[src/rtl/uart_pkg.sv]
`default_nettype none
// ============================================================================
//  Module      : uart_pkg
//  Description : Shared UART definitions: FSM state encoding, parity-type
//                constants and the minimum bit period used by both the
//                transmit serializer and the receive sampler.
//  Revision    : 1.0 - initial release
// ============================================================================
package uart_pkg;

    // FSM state encoding, explicit 3-bit width
    typedef logic [2:0] uart_state_t;

    localparam uart_state_t c_ST_IDLE   = 3'd0;
    localparam uart_state_t c_ST_START  = 3'd1;
    localparam uart_state_t c_ST_DATA   = 3'd2;
    localparam uart_state_t c_ST_PARITY = 3'd3;
    localparam uart_state_t c_ST_STOP   = 3'd4;

    // Parity type selector values
    localparam logic PAR_EVEN = 1'b0;
    localparam logic PAR_ODD  = 1'b1;

    // A bit period shorter than two clocks leaves no room for the edge
    // counter to wrap, so smaller requests are raised to this value.
    localparam logic [5:0] PRESCALE_MIN = 6'd2;

    function automatic logic [5:0] clamp_prescale(input logic [5:0] prescale);
        return (prescale < PRESCALE_MIN) ? PRESCALE_MIN : prescale;
    endfunction

endpackage
`default_nettype wire

[src/rtl/uart_bit_timer.sv]
`default_nettype none
// ============================================================================
//  Module      : uart_bit_timer
//  Description : Bit-period edge counter. While run is high the counter
//                steps 0..prescale-1 and bit_done strobes on the final
//                count, wrapping the counter to zero on the same edge.
//  Ports       : clk, rst (async, active-high), run, prescale[5:0]
//                -> edge_cnt[5:0], bit_done
//  Revision    : 1.0 - initial release
// ============================================================================
module uart_bit_timer (
    input  logic       clk,
    input  logic       rst,
    input  logic       run,
    input  logic [5:0] prescale,
    output logic [5:0] edge_cnt,
    output logic       bit_done
);

    logic [5:0] r_edge_cnt;
    logic       w_bit_done;

    // Comparison is kept in 6 bits; prescale is already clamped to >= 2
    assign w_bit_done = run && (r_edge_cnt == (prescale - 6'd1));

    always_ff @(posedge clk or posedge rst) begin
        if (rst) begin
            r_edge_cnt <= 6'd0;
        end else if (!run || w_bit_done) begin
            r_edge_cnt <= 6'd0;
        end else begin
            r_edge_cnt <= r_edge_cnt + 6'd1;
        end
    end

    assign edge_cnt = r_edge_cnt;
    assign bit_done = w_bit_done;

endmodule
`default_nettype wire

[src/rtl/uart_tx_frame_serializer.sv]
`default_nettype none
// ============================================================================
//  Module      : uart_tx_frame_serializer
//  Description : UART transmit serializer. Accepts a parallel word in IDLE
//                and emits start, DATA_WIDTH data bits (LSB first), optional
//                parity and one stop bit, each held for Prescale clocks.
//  Ports       : clk, rst (async, active-high)
//                P_DATA[DATA_WIDTH-1:0], Data_Valid, PAR_EN, PAR_TYP,
//                Prescale[5:0] -> TX_OUT (idle high), Busy (both registered)
//  Revision    : 1.0 - initial release
// ============================================================================
module uart_tx_frame_serializer
    import uart_pkg::*;
#(
    parameter int DATA_WIDTH = 8
) (
    input  logic                  clk,
    input  logic                  rst,
    input  logic [DATA_WIDTH-1:0] P_DATA,
    input  logic                  Data_Valid,
    input  logic                  PAR_EN,
    input  logic                  PAR_TYP,
    input  logic [5:0]            Prescale,
    output logic                  TX_OUT,
    output logic                  Busy
);

    localparam int BW = (DATA_WIDTH > 1) ? $clog2(DATA_WIDTH) : 1;
    localparam logic [BW-1:0] c_LAST_BIT = BW'(DATA_WIDTH - 1);

    uart_state_t           r_state;
    logic [DATA_WIDTH-1:0] r_data;
    logic                  r_par_en;
    logic                  r_par;
    logic [5:0]            r_prescale;
    logic [BW-1:0]         r_bit_cnt;
    logic                  r_tx;
    logic                  r_busy;

    logic                  w_run;
    logic                  w_bit_done;
    logic                  w_parity;
    logic [BW-1:0]         w_bit_nxt;
    logic [5:0]            w_edge_cnt_unused;

    assign w_run     = (r_state != c_ST_IDLE);
    assign w_parity  = (PAR_TYP == PAR_ODD) ? ~^P_DATA : ^P_DATA;
    assign w_bit_nxt = r_bit_cnt + 1'b1;

    // The edge count itself is only exposed for debug visibility
    uart_bit_timer u_bit_timer (
        .clk      (clk),
        .rst      (rst),
        .run      (w_run),
        .prescale (r_prescale),
        .edge_cnt (w_edge_cnt_unused),
        .bit_done (w_bit_done)
    );

    // Next line level is decided together with the state so that TX_OUT
    // always comes straight from a flop.
    always_ff @(posedge clk or posedge rst) begin
        if (rst) begin
            r_state    <= c_ST_IDLE;
            r_data     <= '0;
            r_par_en   <= 1'b0;
            r_par      <= 1'b0;
            r_prescale <= PRESCALE_MIN;
            r_bit_cnt  <= '0;
            r_tx       <= 1'b1;
            r_busy     <= 1'b0;
        end else begin
            case (r_state)
                c_ST_IDLE: begin
                    if (Data_Valid) begin
                        r_data     <= P_DATA;
                        r_par_en   <= PAR_EN;
                        r_par      <= w_parity;
                        r_prescale <= clamp_prescale(Prescale);
                        r_bit_cnt  <= '0;
                        r_tx       <= 1'b0;
                        r_busy     <= 1'b1;
                        r_state    <= c_ST_START;
                    end
                end
                c_ST_START: begin
                    if (w_bit_done) begin
                        r_tx      <= r_data[0];
                        r_bit_cnt <= '0;
                        r_state   <= c_ST_DATA;
                    end
                end
                c_ST_DATA: begin
                    if (w_bit_done) begin
                        if (r_bit_cnt == c_LAST_BIT) begin
                            if (r_par_en) begin
                                r_tx    <= r_par;
                                r_state <= c_ST_PARITY;
                            end else begin
                                r_tx    <= 1'b1;
                                r_state <= c_ST_STOP;
                            end
                        end else begin
                            r_tx      <= r_data[w_bit_nxt];
                            r_bit_cnt <= w_bit_nxt;
                        end
                    end
                end
                c_ST_PARITY: begin
                    if (w_bit_done) begin
                        r_tx    <= 1'b1;
                        r_state <= c_ST_STOP;
                    end
                end
                c_ST_STOP: begin
                    if (w_bit_done) begin
                        r_tx    <= 1'b1;
                        r_busy  <= 1'b0;
                        r_state <= c_ST_IDLE;
                    end
                end
                default: begin
                    r_tx    <= 1'b1;
                    r_busy  <= 1'b0;
                    r_state <= c_ST_IDLE;
                end
            endcase
        end
    end

    assign TX_OUT = r_tx;
    assign Busy   = r_busy;

endmodule
`default_nettype wire

[config.mk]
export PLATFORM = sky130hd
export DESIGN_NAME = uart_tx_frame_serializer
export DESIGN_NICKNAME = d
export VERILOG_FILES = /design/src/rtl/uart_pkg.sv /design/src/rtl/uart_bit_timer.sv /design/src/rtl/uart_tx_frame_serializer.sv
export SDC_FILE = /design/constraint.sdc
export NUM_CORES = 1
export LEC_CHECK = 0
export ABC_AREA = 1
export CAP_MARGIN = 5
export CORE_ASPECT_RATIO = 0.8
export CORE_UTILIZATION = 55
export DETAILED_ROUTE_END_ITERATION = 12
export PLACE_DENSITY_LB_ADDON = 0.05
export SLEW_MARGIN = 0
export SYNTH_ARGS = -nofsm -noshare
export SYNTH_HDL_FRONTEND = slang
export SYNTH_SLANG_ARGS = --single-unit
[constraint.sdc]
create_clock -name clk -period 1.94 [get_ports clk]
set_input_delay 0.388 -clock clk [delete_from_list [all_inputs] [get_ports clk]]
set_output_delay 0.388 -clock clk [all_outputs]
set_load 0.1 [all_outputs]
; After elaboration in Yosys (flattened, before gate mapping)
; Cells that the tools add are included.
; Widths: inputs -> output; s select.
[totals]
reg_bits = 30
in_bits = 19
out_inout_bits = 2
wordCells = 71
[classes]
n_addsub = 3
magnitude_cmp = 2
n_eq_ne = 14
muxes = 27
bitwise = 1
n_reduce_logical = 15
[op_table]
columns = operator, n
row1 = $mux 3, 10
row2 = $pmux 3 s5, 1
row3 = $mux 6, 2
row4 = $mux 1, 10
row5 = $ne 2x1->1 const B, 5
row6 = $pmux 3 s3, 1
row7 = $reduce_xnor 8->1, 1
row8 = $reduce_xor 8->1, 1
row9 = $add 6x1->6 const B, 1
row10 = $eq 3x2->1 const B, 2
row11 = $eq 3x3->1 const B, 2
row12 = $eq 6x6->1, 1
row13 = $lt 6x2->1 const B, 1
row14 = $ne 2x2->1 const B, 3
row15 = $reduce_and 6->1, 1
row16 = $reduce_bool 3->1, 2
row17 = $sub 6x1->6 const B, 1
row18 = $reduce_and 5->1, 1
row19 = $lt 3x4->1 const B, 1
row20 = $pmux 1 s4, 1
row21 = $reduce_and 4->1, 1
row22 = $add 3x1->3 const B, 1
row23 = $bmux 1 s3, 1
row24 = $eq 3x1->1 const B, 1
row25 = 10 further kinds, 10

; Logic depth before layout (Yosys ltp)
; Gate-level depths: netlist of run 1.
[logic_depth]
ltp_word = 6
mapped_depth = 13
ltp_nobuf = 13

; Cells and area by module
; From an unflattened synthesis of run 1, not the netlist that was laid out.
[unflattened]
hier_cells = 274
area_unflattened_um2 = 1909.3
[by_module_without_submodules]
columns = mod, instances, cells_per_inst, area_each_um2, seq_area_each_um2
row1 = uart_tx_frame_serializer, 1, 190, 1390.1, 603.1
row2 = uart_bit_timer, 1, 84, 519.2, 150.1

; Worst setup path after synthesis of run 1
; Ideal clock, no wire load.
[synth_path]
kind = register to register
startpoint = register r_prescale[1]
endpoint = register r_state[1]
setup_time_ns = 0.117
arrival_time_ns = 1.619
t_required_ns = 1.823
slack_ns = 0.204
path_stages_with_launch = 14
path_buffers = 0
synth_period_minus_slack_ns = 1.736
path_cell_list = dfstp_2 > inv_1 > ha_1 > inv_1 > nand2_1 > nand2_1 > nor2_1 > nand2_1 > nor2_2 > nand3_4 > o21ai_2 > nand2_2 > nand2_1 > nand2_1
[synth_via]
elab_chain_cells = 5
elab_cells_between_ends = 8
cone_classes = add/sub: 1 / eq/ne: 5 / reduce/logical: 2
[synth_rtl]
columns = element, line
row1 = "start, declared", uart_tx_frame_serializer.sv:35  ; logic [5:0] r_prescale;
row2 = "start signal, assigned", uart_tx_frame_serializer.sv:79  ; r_prescale <= clamp_prescale(Prescale);
row3 = $sub 6x1->6 (*), uart_bit_timer.sv:24  ; assign w_bit_done = run && (r_edge_cnt == (prescale - 6'd1));
row4 = $eq 6x6->1 (*), uart_bit_timer.sv:24
row5 = $logic_and 1x1->1 (*), uart_bit_timer.sv:24
row6 = $ne 2x1->1 (no line), --
row7 = $reduce_and 6->1 (no line) (*), --
row8 = "end signal, assigned", uart_tx_frame_serializer.sv:64  ; r_state <= c_ST_IDLE;
row9 = "end signal, assigned", uart_tx_frame_serializer.sv:83  ; r_state <= c_ST_START;
row10 = "end signal, assigned", uart_tx_frame_serializer.sv:90  ; r_state <= c_ST_DATA;
row11 = "end, declared", uart_tx_frame_serializer.sv:31  ; uart_state_t r_state;
; Every way passes the cells marked *; elsewhere a longest branch is shown, timed or not.
; A chain may end at the register's enable or synchronous reset.

; Final worst setup path of run 1
; Same ends and word-level chain as after synthesis.

==> impl_metrics.json, run 1 <==
{
  "crit_path_start": "r_prescale[1]",
  "reg2reg_from": "r_prescale[1]",
  "cp.buffers_inverters": 2,
  "grt_overflow": 0,
  "placedCellCount": 304,
  "ant_nets": 0,
  "ff2ff_setup_slack_ns": 0.10,
  "crit_path_cell_trace": "inv_2 -> ha_4 -> inv_2 -> nand2_1 -> nand2_1 -> nor2_1 -> nand2_1 -> nor2_2 -> nand3_4 -> o21ai_4 -> nand2_2 -> nand2_1 -> nand2_1",
  "drt_iter0_drc": 140,
  "fin_cells": 313,
  "min_period_ns": 1.84,
  "path_class": "reg2reg",
  "vias": 1618,
  "maxCapViolCount": 0,
  "syn_inst": 246,
  "status": "finished, final reports clean",
  "power.leakage_nw": 1.08,
  "slew_headroom_pct": 74.4,
  "setup_viol_count_final": 0,
  "powerDensity_nw_per_um2": 1560,
  "path_clk_slew_ns": 0.07,
  "grt_pass1_vias": 1445,
  "drt_wl_total_um": 3990,
  "yosysSeqAreaShare_pct": 41.6,
  "endpoint": "r_state[1]",
  "synth_edf_count": 0,
  "synth_ff_type": "dfrtp_1",
  "yosysWarnings": 0,
  "yosysUniqueCellTypes": 30,
  "rsz0062_at_grt": "true",
  "nNetsFinal": 295,
  "ctsHoldBuffers": 0,
  "antenna_found_initial": 0,
  "cts_buffer_depth": 2,
  "netlist_area_um2": 1810,
  "grt_pass1_wl_um": 6470,
  "synthArstFlopShare_pct": 100,
  "cp.depth": 13,
  "cts_root_buffer": "clkbuf_8",
  "worst_pin_slew_ns": 0.384,
  "timing.hold.ws_ns": 0.472,
  "gp_congestion": 0.854,
  "reg2reg_to": "r_state[1]",
  "insertion_delay_ns": 0.28,
  "routedWlPerCell_um": 12.7,
  "cts_max_level": 2,
  "start_util_pct": 58.2,
  "crit_fanout": 6,
  "grt_max_degree": 31,
  "critPathMaxStageDelay_ns": 0.54,
  "io_pins": 21,
  "track_usage_pct": 25.3,
  "dr.pass1.iters": 4,
  "die_area_um2": 3520,
  "die_w_um": 66.1,
  "hold_viol_final": 0,
  "drc": 0,
  "max_freq_mhz": 543,
  "endpoint_kind": "register",
  "synth.ff_latch_count": 30,
  "n_antenna_cell": 0,
  "fin_skew_ns": 0.00760,
  "ir_worst_vdd_v": 0.000653,
  "via_per_inst": 5.17,
  "clock_sinks": 30,
  "cts_made_buffers": 5,
  "utilization_pct": 71.3,
  "num_rows": 18,
  "cp_top_family": "simple AND/OR/NAND/NOR gates",
  "dp_hpwl_um": 2780,
  "cp-start-kind": "register",
  "path_common_cell": "nand2_1",
  "core_um2": 3110,
  "drive_gt1_share_pct": 15.4,
  "syn-num-nets": 269,
  "area_growth_pct": 22.4,
  "cp_slowest_cell": "dfstp_2",
  "die_y_um": 53.3,
  "critical_path_required_ns": 2.11,
  "cts_tree": "yes",
  "min_path_type": "reg2reg",
  "synth.avg_cell_area_um2": 7.35,
  "port_buffers": 20,
  "maxSlewViolCount": 0,
  "r2r_cells": 13,
  "worstPathArrival_ns": 2.01,
  "period_share_pct": 94.8
}
[cells in the final DEF, fill, tap and decap left out, types with 6 or more instances in the layout]
| cell type | count |
|---|---|
| dfrtp_1 | 28 |
| nand4_1 | 6 |
| nor2_1 | 25 |
| clkdlybuf4s50_1 | 18 |
| nand2_1 | 77 |
| inv_1 | 19 |
| clkbuf_8 | 6 |
| inv_2 | 11 |
| nand3_1 | 18 |
| o21ai_0 | 17 |
[state kept, by name, summed over array words and instances, names as in the netlist]
register              cells
r_data                    8
r_prescale                6
u_bit_timer.edge_cnt      6
r_bit_cnt                 3
r_state                   3
Busy                      1
TX_OUT                    1
r_par                     1
r_par_en                  1
[worst min-delay path, stage by stage (launching register included)]
cell and delay (ns):
dfrtp_1 0.34, nand2_1 0.05, nand2_1 0.04
[layout make-up]
class	instances	area, um^2
clock buffers	7	86.3
clock inverters	1	30.0
fillers	277	893
inverters	31	116
multi-input cells	181	948
flip-flops and latches	30	753
well taps	40	50.0
repair buffers	23	230
[cell usage after synthesis, types with 3 or more instances]
| cell type | instances | area share [%] |
|---|---|---|
| nor2_2 | 4 | 1.4 |
| nor2_1 | 25 | 5.2 |
| o21ai_0 | 17 | 4.7 |
| dfrtp_1 | 28 | 39 |
| nand3_1 | 18 | 5.0 |
| ha_1 | 4 | 2.8 |
| nand4_1 | 6 | 2.1 |
| a21oi_1 | 4 | 1.1 |
| nand2_1 | 77 | 16 |
| xor2_1 | 4 | 1.9 |
| xnor2_1 | 5 | 2.4 |
| nand2_2 | 3 | 1.0 |
| inv_1 | 21 | 4.4 |
| inv_2 | 9 | 1.9 |
| buf_2 | 3 | 0.83 |
[routing by layer]
| layer | share of wire [%] | GRT usage [%] | vias up |
|---|---|---|---|
| li1 | - | - | 834 |
| met1 | 51 | 34.2 | 748 |
| met2 | 44 | 39.3 | 32 |
| met3 | 4.0 | 6.03 | 4 |
| met4 | 0.85 | 8.87 | 0 |
| met5 | 0 | 0 | - |
[timing repair]
| item | in CTS | in global routing |
|---|---|---|
| setup endpoints to repair | 0 | 6 |
| setup buffers | 0 | 1 |
| gates resized for setup | 0 | 5 |
[kinds of logic (layout without fill, tap and decap cells)]
kind of cell    after synthesis  count (layout)  synth area share [%]
compound gates               25              25                  7.61
xor+xnor                      9               9                  4.36
fa+ha+maj                     4               4                  2.77
buf+inv                      35              62                  7.47
flops                        30              30                  41.6
simple gates                143             143                  36.2
[how the worst min path moves through the flow]
stage	from	endpoint	slack (ns)	depth (start not counted)
after floorplan	r_data[1]	r_data[1]	0.44	2
after global placement	r_data[1]	r_data[1]	0.46	2
after detailed placement	r_data[1]	r_data[1]	0.46	2
after CTS	r_data[1]	r_data[1]	0.47	2
after global routing	r_data[2]	r_data[2]	0.49	2
final	r_data[1]	r_data[1]	0.47	2
[power by group]
part,switching [W],internal [W],total [W],leakage [nW]
registers,0.000221,0.000882,0.00110,0.377
clock network,0.000244,0.000419,0.000662,0.0585
logic,0.00109,0.000605,0.00169,0.648
[through the flow]
stage	TNS, ns	power [W]	instance area (um^2)	worst slack, ns
3_3_place_gp	0	0.00263	2060	0.121
2_1_floorplan	0	0.00231	1810	0.204
6_report	0	0.00345	2210	0.100
4_1_cts	0	0.00337	2180	0.0455
5_1_grt	-0.285	0.00373	2210	-0.0622
3_5_place_dp	0	0.00267	2060	0.0839
Note: power is estimated with default switching activity, not from simulation.
==> run 2, diff against run 1 <==
--- a/config.mk
+++ b/config.mk
@@ -10,6 +10,7 @@
 export CORE_ASPECT_RATIO = 0.8
 export CORE_UTILIZATION = 55
 export DETAILED_ROUTE_END_ITERATION = 12
+export HOLD_SLACK_MARGIN = 0.12
 export PLACE_DENSITY_LB_ADDON = 0.05
 export SLEW_MARGIN = 0
 export SYNTH_ARGS = -nofsm -noshare
==> results of run 2 <==
Final layout, timing and power as in run 1 (identical DEF).
==> run 3, diff against run 2 <==
--- a/config.mk
+++ b/config.mk
@@ -7,7 +7,7 @@
 export LEC_CHECK = 0
 export ABC_AREA = 1
 export CAP_MARGIN = 5
-export CORE_ASPECT_RATIO = 0.8
+export CORE_ASPECT_RATIO = 0.75
 export CORE_UTILIZATION = 55
 export DETAILED_ROUTE_END_ITERATION = 12
 export HOLD_SLACK_MARGIN = 0.12
==> run 3 against run 2 <==
  * Register-to-register slack about the same
  * Design area shrank 1.9%
  * Wire length shrank 4.6%
  * Largest power group unchanged
==> impl_metrics.json, run 3 (synthesis results as in run 1) <==
{
  "path_clk_slew_ns": 0.07,
  "grt_overflow": 0,
  "drt_wl_total_um": 3810,
  "worst_pin_slew_ns": 0.390,
  "min_period_ns": 1.84,
  "fill_cells": 267,
  "die_w_um": 68.2,
  "grt_pass1_vias": 1455,
  "maxCapViolCount": 0,
  "die_area_um2": 3530,
  "status": "finished, final reports clean",
  "ctsHoldBuffers": 0,
  "port_buffers": 20,
  "final_common_cell": "nand2_1",
  "worstPathArrival_ns": 2.02,
  "num_rows": 17,
  "grt_max_degree": 31,
  "drive_gt1_share_pct": 15.4,
  "insertion_delay_ns": 0.29,
  "cts_tree": "yes",
  "endpoint_kind": "register",
  "power_frac_clock_pct": 16.3,
  "nNetsFinal": 295,
  "seq_power_share_pct": 34.0,
  "top_register": "r_data",
  "grt_pass1_wl_um": 6420,
  "setup_viol_count_final": 0,
  "ir_worst_vdd_v": 0.000723,
  "slew_headroom_pct": 74.0,
  "gp_congestion": 0.895,
  "die_y_um": 51.7,
  "period_share_pct": 94.6,
  "area_growth_pct": 20.1,
  "p_comb_share_pct": 49.7,
  "track_usage_pct": 26.0,
  "p_sw_share_pct": 46.1,
  "path_class": "reg2reg",
  "n_antenna_cell": 0,
  "max_freq_mhz": 545,
  "dr.pass1.iters": 4,
  "cts_buffer_depth": 2,
  "critPathMaxStageDelay_ns": 0.54,
  "utilization_pct": 71.4,
  "min_path_type": "in2async",
  "largest_reg_flops": 8,
  "layout_common_cells": "nand2_1 (77), dfrtp_1 (28), nor2_1 (25)",
  "core_um2": 3040,
  "antenna_found_initial": 0,
  "start_util_pct": 59.5,
  "path_common_cell": "nand2_1",
  "clock_sinks": 30,
  "crit_path_cell_trace": "inv_2 -> ha_4 -> inv_2 -> nand2_1 -> nand2_1 -> nor2_1 -> nand2_1 -> nor2_2 -> nand3_4 -> nand2_4 -> nand3_2 -> nand2_1 -> nand2_1",
  "via_per_inst": 5.15,
  "powerDensity_nw_per_um2": 1500,
  "placedCellCount": 303,
  "p_int_w": 0.00175,
  "ant_nets": 0,
  "cts_max_level": 2,
  "cp-start-kind": "register",
  "drc": 0,
  "rsz0062_at_grt": "true",
  "critical_path_required_ns": 2.12,
  "hold_viol_final": 0,
  "fin_skew_ns": 0.00510,
  "io_pins": 21,
  "dp_hpwl_um": 2890,
  "switchingPower_w": 0.00150,
  "drt_iter0_drc": 144,
  "routedWlPerCell_um": 12.2,
  "crit_fanout": 6,
  "fin_cells": 311,
  "cts_root_buffer": "clkbuf_8",
  "cts_made_buffers": 5,
  "maxSlewViolCount": 0,
  "vias": 1602,
  "total_power_w": 0.00325,
  "power.leakage_nw": 1.07,
  "cp_slowest_cell": "dfstp_2"
}
[run 3: cell types whose count changed in the layout (fill, tap and decap cells not counted), sizes merged]
cell / previous run / this run
bufinv: 1 / 0
clkinv: 1 / 2
[run 3: final timing paths]
check                              start             to  slack (ns)  cells after the start
min                                  rst  r_prescale[2]        0.47                      3
max                        r_prescale[1]   r_bit_cnt[2]        0.10                     13
min reg2reg                    r_data[7]      r_data[7]        0.48                      2
max reg2reg                r_prescale[1]   r_bit_cnt[2]        0.10                     13
max in group asynchronous            rst         TX_OUT        1.15                      3
min in group clk               r_data[7]      r_data[7]        0.48                      2
[run 3: per-layer routing]
metal | GRT usage (%) | vias to the layer above | part of all wire, %
met1 | 37.1 | 725 | 54
met5 | 0 | - | 0
met3 | 6.58 | 8 | 5.0
met4 | 13.5 | 0 | 2.0
li1 | - | 828 | -
met2 | 35.6 | 41 | 39
[run 3: final cells by class]
class / count / area [um^2] / share of cell area, %
repair buffers: 23 / 230 / 10.6
multi-input cells: 181 / 933 / 43.0
well taps: 38 / 47.5 / 2.19
clock inverters: 1 / 5.00 / 0.230
inverters: 31 / 116 / 5.36
flip-flops and latches: 30 / 753 / 34.7
clock buffers: 7 / 86.3 / 3.97
[run 3: power groups by stage]
stage	Sequential (W)	Combinational, W	Clock (W)
2_1_floorplan	0.00114	0.00116	0
3_3_place_gp	0.00110	0.00154	0
3_5_place_dp	0.00111	0.00158	0
4_1_cts	0.00110	0.00158	0.000542
5_1_grt	0.00113	0.00186	0.000573
6_report	0.00111	0.00161	0.000529
[run 3: through the flow]
stage / setup TNS [ns] / instance area, um^2 / worst slack [ns] / hold slack (ns)
after global placement: 0 / 2070 / 0.152 / 0.453
after CTS: 0 / 2160 / 0.0851 / 0.475
after detailed placement: 0 / 2070 / 0.0879 / 0.458
final: 0 / 2170 / 0.105 / 0.473
after global routing: -0.128 / 2170 / -0.0435 / 0.496
after floorplan: 0 / 1810 / 0.204 / 0.437
[run 3: repair_timing]
item | 4_1_cts | 5_1_grt
resized for setup | 0 | 3
setup buffers | 0 | 0
endpoints found under the setup margin | 0 | 12
[run 3: critical path, delay by kind of cell (launching register included)]
| kind | cells | cell delay [ns] |
|---|---|---|
| buf+inv | 2 | 0.08 |
| fa+ha+maj | 1 | 0.26 |
| flops | 1 | 0.54 |
| simple gates | 10 | 0.84 |
